`src/rtl/wei_fetch_buf.sv`:
```
// +----------------------------------------------------------------------------+
// | wei_fetch_buf: per-PEB weight fetch engine and flag/weight stream buffer    |
// | Rev 1.0                                                                     |
// +----------------------------------------------------------------------------+
`default_nettype none

module wei_fetch_buf #(
   parameter int WEI_WR_WIDTH    = 128,
   parameter int FLGWEI_WR_WIDTH = 64,
   parameter int IDWEI_WIDTH     = 5,
   parameter int INSTR_WIDTH     = 8,
   parameter int PEB_ID          = 0,
   parameter int DEPTH           = 16
) (
   input  logic                       clk,
   input  logic                       rst,
   input  logic [3:0]                 cfg_num_wei,
   input  logic                       start,
   input  logic                       stop,
   output logic                       busy,
   output logic                       err,
   input  logic                       GBWEI_instr_rdy,
   output logic                       WEIGB_instr_val,
   output logic [INSTR_WIDTH-1:0]     WEIGB_instr_data,
   input  logic                       GBFLGWEI_val,
   output logic                       FLGWEIGB_rdy,
   input  logic [FLGWEI_WR_WIDTH-1:0] GBFLGWEI_data,
   input  logic                       GBWEI_val,
   output logic                       WEIGB_rdy,
   input  logic [IDWEI_WIDTH-1:0]     GBWEI_idwei,
   input  logic [WEI_WR_WIDTH-1:0]    GBWEI_data,
   input  logic                       PE_wei_rdy,
   output logic                       WEIPE_val,
   output logic [WEI_WR_WIDTH-1:0]    WEIPE_data,
   output logic [FLGWEI_WR_WIDTH-1:0] WEIPE_flg,
   output logic                       WEIPE_last
);

   localparam int         AW       = $clog2(DEPTH);
   localparam int         CW       = $clog2(DEPTH + 1);
   localparam logic [3:0] c_peb_id = 4'(PEB_ID);

   typedef enum logic [1:0] {
      S_IDLE = 2'd0,
      S_REQ  = 2'd1,
      S_RECV = 2'd2
   } state_t;

   state_t r_state;
   state_t w_state_nxt;

   logic [3:0] r_n_code;
   logic [4:0] w_n_val;
   logic [4:0] r_rcv_cnt;
   logic [4:0] w_rcv_nxt;
   logic       r_flag_got;
   logic       w_flag_nxt;
   logic       r_stop_pend;
   logic       r_err;

   logic [WEI_WR_WIDTH-1:0] r_wmem [DEPTH];
   logic [AW-1:0]           r_wwr;
   logic [AW-1:0]           r_wrd;
   logic [CW-1:0]           r_wcnt;
   logic [CW-1:0]           w_wfree;

   // Each flag entry carries its group's N code so the output side knows where "last" falls
   logic [FLGWEI_WR_WIDTH-1:0] r_fmem  [2];
   logic [3:0]                 r_fcode [2];
   logic                       r_fwr;
   logic                       r_frd;
   logic [1:0]                 r_fcnt;
   logic [3:0]                 r_out_cnt;

   logic w_instr_ok;
   logic w_instr_xfer;
   logic w_flg_push;
   logic w_wei_push;
   logic w_done;
   logic w_seq_err;
   logic w_out_val;
   logic w_pop;
   logic w_fpop;

   assign w_n_val  = (r_n_code == 4'd0) ? 5'd16 : {1'b0, r_n_code};
   assign w_wfree  = CW'(DEPTH) - r_wcnt;

   // Only one fetch is in flight, so free space in REQ already accounts for every prior group
   assign w_instr_ok   = (w_wfree >= CW'(w_n_val)) && (r_fcnt != 2'd2);
   assign w_instr_xfer = WEIGB_instr_val && GBWEI_instr_rdy;

   assign w_flg_push = GBFLGWEI_val && FLGWEIGB_rdy;
   assign w_wei_push = GBWEI_val && WEIGB_rdy;
   assign w_rcv_nxt  = r_rcv_cnt + 5'(w_wei_push);
   assign w_flag_nxt = r_flag_got | w_flg_push;
   assign w_done     = (r_state == S_RECV) && w_flag_nxt && (w_rcv_nxt == w_n_val);
   assign w_seq_err  = w_wei_push && (GBWEI_idwei != IDWEI_WIDTH'(r_rcv_cnt));

   assign w_out_val = (r_wcnt != '0) && (r_fcnt != 2'd0);
   assign w_pop     = w_out_val && PE_wei_rdy;
   assign w_fpop    = w_pop && WEIPE_last;

   assign busy             = (r_state != S_IDLE);
   assign err              = r_err;
   assign WEIGB_instr_val  = (r_state == S_REQ) && w_instr_ok;
   assign WEIGB_instr_data = WEIGB_instr_val ? INSTR_WIDTH'({r_n_code, c_peb_id}) : '0;
   assign FLGWEIGB_rdy     = (r_state == S_RECV) && !r_flag_got;
   assign WEIGB_rdy        = (r_state == S_RECV) && (r_rcv_cnt < w_n_val);
   assign WEIPE_val        = w_out_val;
   assign WEIPE_data       = w_out_val ? r_wmem[r_wrd] : '0;
   assign WEIPE_flg        = (r_fcnt != 2'd0) ? r_fmem[r_frd] : '0;
   assign WEIPE_last       = w_out_val && (r_out_cnt == (r_fcode[r_frd] - 4'd1));

   always_comb begin
      w_state_nxt = r_state;
      unique case (r_state)
         S_IDLE: if (start) w_state_nxt = S_REQ;
         S_REQ: begin
            if (w_instr_xfer)  w_state_nxt = S_RECV;
            else if (stop)     w_state_nxt = S_IDLE;
         end
         S_RECV: begin
            if (w_done) w_state_nxt = (r_stop_pend || stop) ? S_IDLE : S_REQ;
         end
         default: w_state_nxt = S_IDLE;
      endcase
   end

   always_ff @(posedge clk) begin
      if (rst) begin
         r_state     <= S_IDLE;
         r_n_code    <= 4'd0;
         r_rcv_cnt   <= 5'd0;
         r_flag_got  <= 1'b0;
         r_stop_pend <= 1'b0;
         r_err       <= 1'b0;
      end else begin
         r_state <= w_state_nxt;
         if (r_state == S_IDLE && start) r_n_code <= cfg_num_wei;
         if (w_instr_xfer) begin
            r_rcv_cnt  <= 5'd0;
            r_flag_got <= 1'b0;
         end else if (r_state == S_RECV) begin
            r_rcv_cnt  <= w_rcv_nxt;
            r_flag_got <= w_flag_nxt;
         end
         if (w_state_nxt == S_IDLE)
            r_stop_pend <= 1'b0;
         else if (stop && (r_state == S_RECV || w_instr_xfer))
            r_stop_pend <= 1'b1;
         if (w_seq_err) r_err <= 1'b1;
      end
   end

   always_ff @(posedge clk) begin
      if (w_wei_push) r_wmem[r_wwr] <= GBWEI_data;
      if (w_flg_push) begin
         r_fmem[r_fwr]  <= GBFLGWEI_data;
         r_fcode[r_fwr] <= r_n_code;
      end
   end

   always_ff @(posedge clk) begin
      if (rst) begin
         r_wwr     <= '0;
         r_wrd     <= '0;
         r_wcnt    <= '0;
         r_fwr     <= 1'b0;
         r_frd     <= 1'b0;
         r_fcnt    <= 2'd0;
         r_out_cnt <= 4'd0;
      end else begin
         if (w_wei_push) r_wwr <= r_wwr + AW'(1);
         if (w_pop)      r_wrd <= r_wrd + AW'(1);
         case ({w_wei_push, w_pop})
            2'b10:   r_wcnt <= r_wcnt + CW'(1);
            2'b01:   r_wcnt <= r_wcnt - CW'(1);
            default: r_wcnt <= r_wcnt;
         endcase
         if (w_flg_push) r_fwr <= ~r_fwr;
         if (w_fpop)     r_frd <= ~r_frd;
         case ({w_flg_push, w_fpop})
            2'b10:   r_fcnt <= r_fcnt + 2'd1;
            2'b01:   r_fcnt <= r_fcnt - 2'd1;
            default: r_fcnt <= r_fcnt;
         endcase
         if (w_fpop)     r_out_cnt <= 4'd0;
         else if (w_pop) r_out_cnt <= r_out_cnt + 4'd1;
      end
   end

endmodule

`default_nettype wire

```
`config.mk`:
```
export PLATFORM = sky130hd
export DESIGN_NAME = wei_fetch_buf
export DESIGN_NICKNAME = d
export VERILOG_FILES = /design/src/rtl/wei_fetch_buf.sv
export SDC_FILE = /design/constraint.sdc
export NUM_CORES = 2
export LEC_CHECK = 0
export BUFFER_PORTS_ARGS = -buffer_cell sky130_fd_sc_hd__buf_4
export CORE_MARGIN = 2
export CORE_UTILIZATION = 60
export DETAILED_ROUTE_END_ITERATION = 8
export GPL_ROUTABILITY_DRIVEN = 0
export MAX_ROUTING_LAYER = met4
export PLACE_DENSITY = 0.78
export SLEW_MARGIN = 5
export SYNTH_ARGS = -nofsm -noshare
export SYNTH_HDL_FRONTEND = slang
export SYNTH_SLANG_ARGS = --single-unit
```
`constraint.sdc`:
```
create_clock -name clk -period 34.2 [get_ports clk]
set_input_delay 3.42 -clock clk [delete_from_list [all_inputs] [get_ports clk]]
set_output_delay 3.42 -clock clk [all_outputs]
set_load 0.02 [all_outputs]
```
==> reports/metrics.csv <==
stage;metric;value;unit
sta;worst_slew_pin_slew;1.14;ns
setup_path;rr_startpoint;r_n_code[0]$_SDFFE_PP0P_;
setup_path;cp_slowest_cell;dfxtp_4;
clocking;clk_pin_slew;0.06;ns
setup_path;cp-end-kind;output pin;
grt;first_global_vias;40917;
sta;setup_tns;0;ns
yosys;synth_area_leaders;edfxtp_1, mux4_2, and2_1;
sta;finalSetupViolCount;0;
clocking;cts_sinks;2224;
sta;rsz0062_at_grt;false;
finish;num-fill-cells;8281;
yosys;yosysTopAreaCell;edfxtp_1;
clocking;cts_tree;done;
yosys;synthFlopType;edfxtp_1;
sta;post-route-min-period;10.42;ns
floorplanning;dieArea;0.145;mm²
sta;final.period_utilization;30.5;%
hold_path;hold_class;flop to flop;
clocking;numCtsBuffers;211;
yosys;synth_edf_count;2184;
setup_path;cpLargestDelayFamily;buffers and inverters;
drt;vias;39896;
sta;skew;0.0203;ns
pwr;ir_drop;0.0443;mV
setup_path;crit_chain;buf_4 > buf_4 > buf_4 > buf_4 > mux4_2 > mux4_2 > and2_1 > buf_4;
clocking;cts_hold_buf;0;
drt;totalWireLength;195000;µm
setup_path;rr_worst_depth;9;
setup_path;crit_top_cell;buf_4;
clocking;cts_setup_buffers;0;
floorplanning;fp.dieW;381;µm
setup_path;regToRegEndpoint;r_wmem[1][98]$_DFFE_PP_;
job;drv_cap;0;
grt;grt_max_degree;163;
yosys;synthCells;3568;
drt;routedWlPerCell;31.5;µm
yosys;synth_top_area_share;76.9;%
setup_path;crit_end;WEIPE_data[118];
pwr;p_leak;30.4;nW
yosys;synth_cell_type_count;51;
floorplanning;dieHeight;381;µm
setup_path;r2r_slack;28.66;ns
clocking;clkLatencyLatePin;0.85;ns
sta;timing.fmax;0.0960;GHz
outcome;status;complete, no violations;
drt;via_per_inst;6.46;
floorplanning;core_area;0.141;mm²
clocking;postCtsResizedCells;0;
setup_path;startpoint_type;flop;
finish;syn_to_final_growth;14.1;%
grt;overflow;0;
yosys;yosysWarnings;0;
hold_path;worstHoldStart;err$_SDFFE_PP0P_;
grt;antenna_found_initial;29;
setup_path;slowest_delay;0.90;ns
setup_path;cp.arrival;7.00;ns
drt;final_antenna_net_count;0;
finish;layout.nets;4313;
clocking;h-tree-depth;4;
drt;drc;0;
grt;grt_usage;28.0;%
floorplanning;initial_utilization;60.3;%
yosys;synth-seq-area-share;77.8;%
sta;final_hold_viol_count;0;
placement;dpl.hpwl;93900;µm
drt;drt-initial-drc-count;4502;
drt;dr.pass1.iters;5;
clocking;clk_path_buf_depth;3;
floorplanning;ios;416;
sta;slew_viol_final;0;
yosys;syn_avg_cell_area;23.9;µm²
pwr;power_density;55.8;mW/mm²
yosys;synth-seq-cells;2224;
yosys;synth_area;0.0853;mm²
yosys;async_flop_share;0;%
floorplanning;rows;138;
finish;drive_gt1_share;33.9;%
finish;finish.utilization;68.8;%
setup_path;crit_fanout;50;
placement;port_buffers;411;
setup_path;timing.critical_path.buf_inv;5;
setup_path;cp.required;30.78;ns
sta;max-slew-margin-rel;23.9;%
setup_path;cp_num_cells;8;
clocking;cts_root_buffer;clkbuf_16;
grt;grt_pass1_wl;282000;µm
hold_path;hold_path_depth;2;
sta;hold_slack;0.508;ns
setup_path;path_class;flop to output pin;
## metal layers
metal / vias up / wire [µm] / global-route usage (%)
met2: 2201 / 98500 / 44.0
li1: 16162 / - / -
met4: 0 / 4460 / 8.70
met3: 273 / 17200 / 5.79
met1: 21260 / 74600 / 37.5
met5: - / 0 / -
## registers in the layout (all words and copies together) (netlist names), named ones only
signal,count
r_fmem,128
r_wcnt,5
r_wmem,2048
r_rcv_cnt,5
r_fwr,1
r_wwr,4
err,1
r_flag_got,1
r_fcode,8
r_stop_pend,1
r_state,2
r_fcnt,2
r_wrd,4
r_frd,1
r_n_code,4
r_out_cnt,4
## through the flow
stage | power (mW) | cells | setup WS (ns) | cell area (µm²)
global route | 5.58 | 6176 | 23.03 | 97300
CTS | 5.47 | 6147 | 23.46 | 97200
floorplan | 3.13 | 3571 | 20.74 | 85300
finish | 5.43 | 6179 | 23.78 | 97300
detailed placement | 3.20 | 5755 | 24.41 | 90400
global placement | 3.19 | 5755 | 24.46 | 90400
## synthesized netlist by cell type, drive strengths merged, types with 2 or more instances
cell and n:
mux4 640, a31oi 2, a21o 2, nor3b 2, nand4 6, mux2i 72, xnor2 18, nand2 17
a21oi 20, a211oi 2, dfxtp 40, o211ai 2, nand3b 3, edfxtp 2184, clkbuf 100, nand2b 7
nor3 16, and3 2, or3 4, nor2b 7, buf 86, xor2 18, nand3 4, nor2 112
inv 21, o21ai 6, o2111ai 2, ha 25, and2 132
## logic make-up after synthesis
family	after synthesis	share of synthesized area, %
mux	713	17.8
simple gates	317	1.93
xor+xnor	36	0.370
other cells	1	0.00440
compound gates	43	0.320
buf+inv	208	1.41
fa+ha+maj	26	0.390
flops	2224	77.8
## worst min path at each step
stage / end / slack, ns
after global routing: r_flag_got$_SDFFE_PP0N_ / 0.55
after global placement: err$_SDFFE_PP0P_ / 0.45
after detailed placement: err$_SDFFE_PP0P_ / 0.48
after CTS: err$_SDFFE_PP0P_ / 0.51
after floorplan: flop / 0.47
final: err$_SDFFE_PP0P_ / 0.51
## power by group
group          leakage (nW)  total (mW)  internal (mW)  switching [mW]
logic                  7.16       0.131         0.0541          0.0765
clock network          3.32        2.30           1.30           0.997
registers              20.0        3.01           3.00         0.00937
## tightest hold or removal path: stages, from the launching register on
cell,delay (ns)
dfxtp_1,0.34
a21oi_1,0.05
nor2_1,0.08
## layout by cell type, fill, tap and decap left out, types with 3 or more instances in the layout
master / n
clkinv_8: 4
clkinvlp_4: 5
xor2_1: 18
or3_1: 4
nor2_4: 15
bufinv_16: 21
edfxtp_1: 2184
mux4_2: 640
nand4_1: 6
clkinv_4: 3
nor2b_1: 7
nand2_1: 17
inv_6: 6
ha_1: 25
buf_12: 9
clkinv_1: 61
nand3b_1: 3
conb_1: 4
clkinv_2: 37
o21ai_0: 5
diode_2: 32
and2_1: 132
nor3_2: 4
nand2b_1: 7
dfxtp_1: 35
inv_1: 21
clkbuf_16: 212
a21oi_1: 20
dfxtp_4: 5
nor2_1: 97
nand3_1: 4
buf_4: 471
nor3_1: 12
clkbuf_1: 38
inv_16: 5
mux2i_1: 72
xnor2_1: 18
## cell type report
type	instances	area, µm²	share of cell area, %
Timing Repair Buffer	480	3720	3.82
Clock buffer	250	5450	5.60
Clock inverter	142	1350	1.39
Sequential cell	2224	66400	68.2
Tap cell	1890	2360	2.43
Multi-Input combinational cell	1139	17900	18.4
Antenna cell	32	80.1	0.0823
Inverter	22	82.6	0.0849
Power figures use the tool's default switching activity.
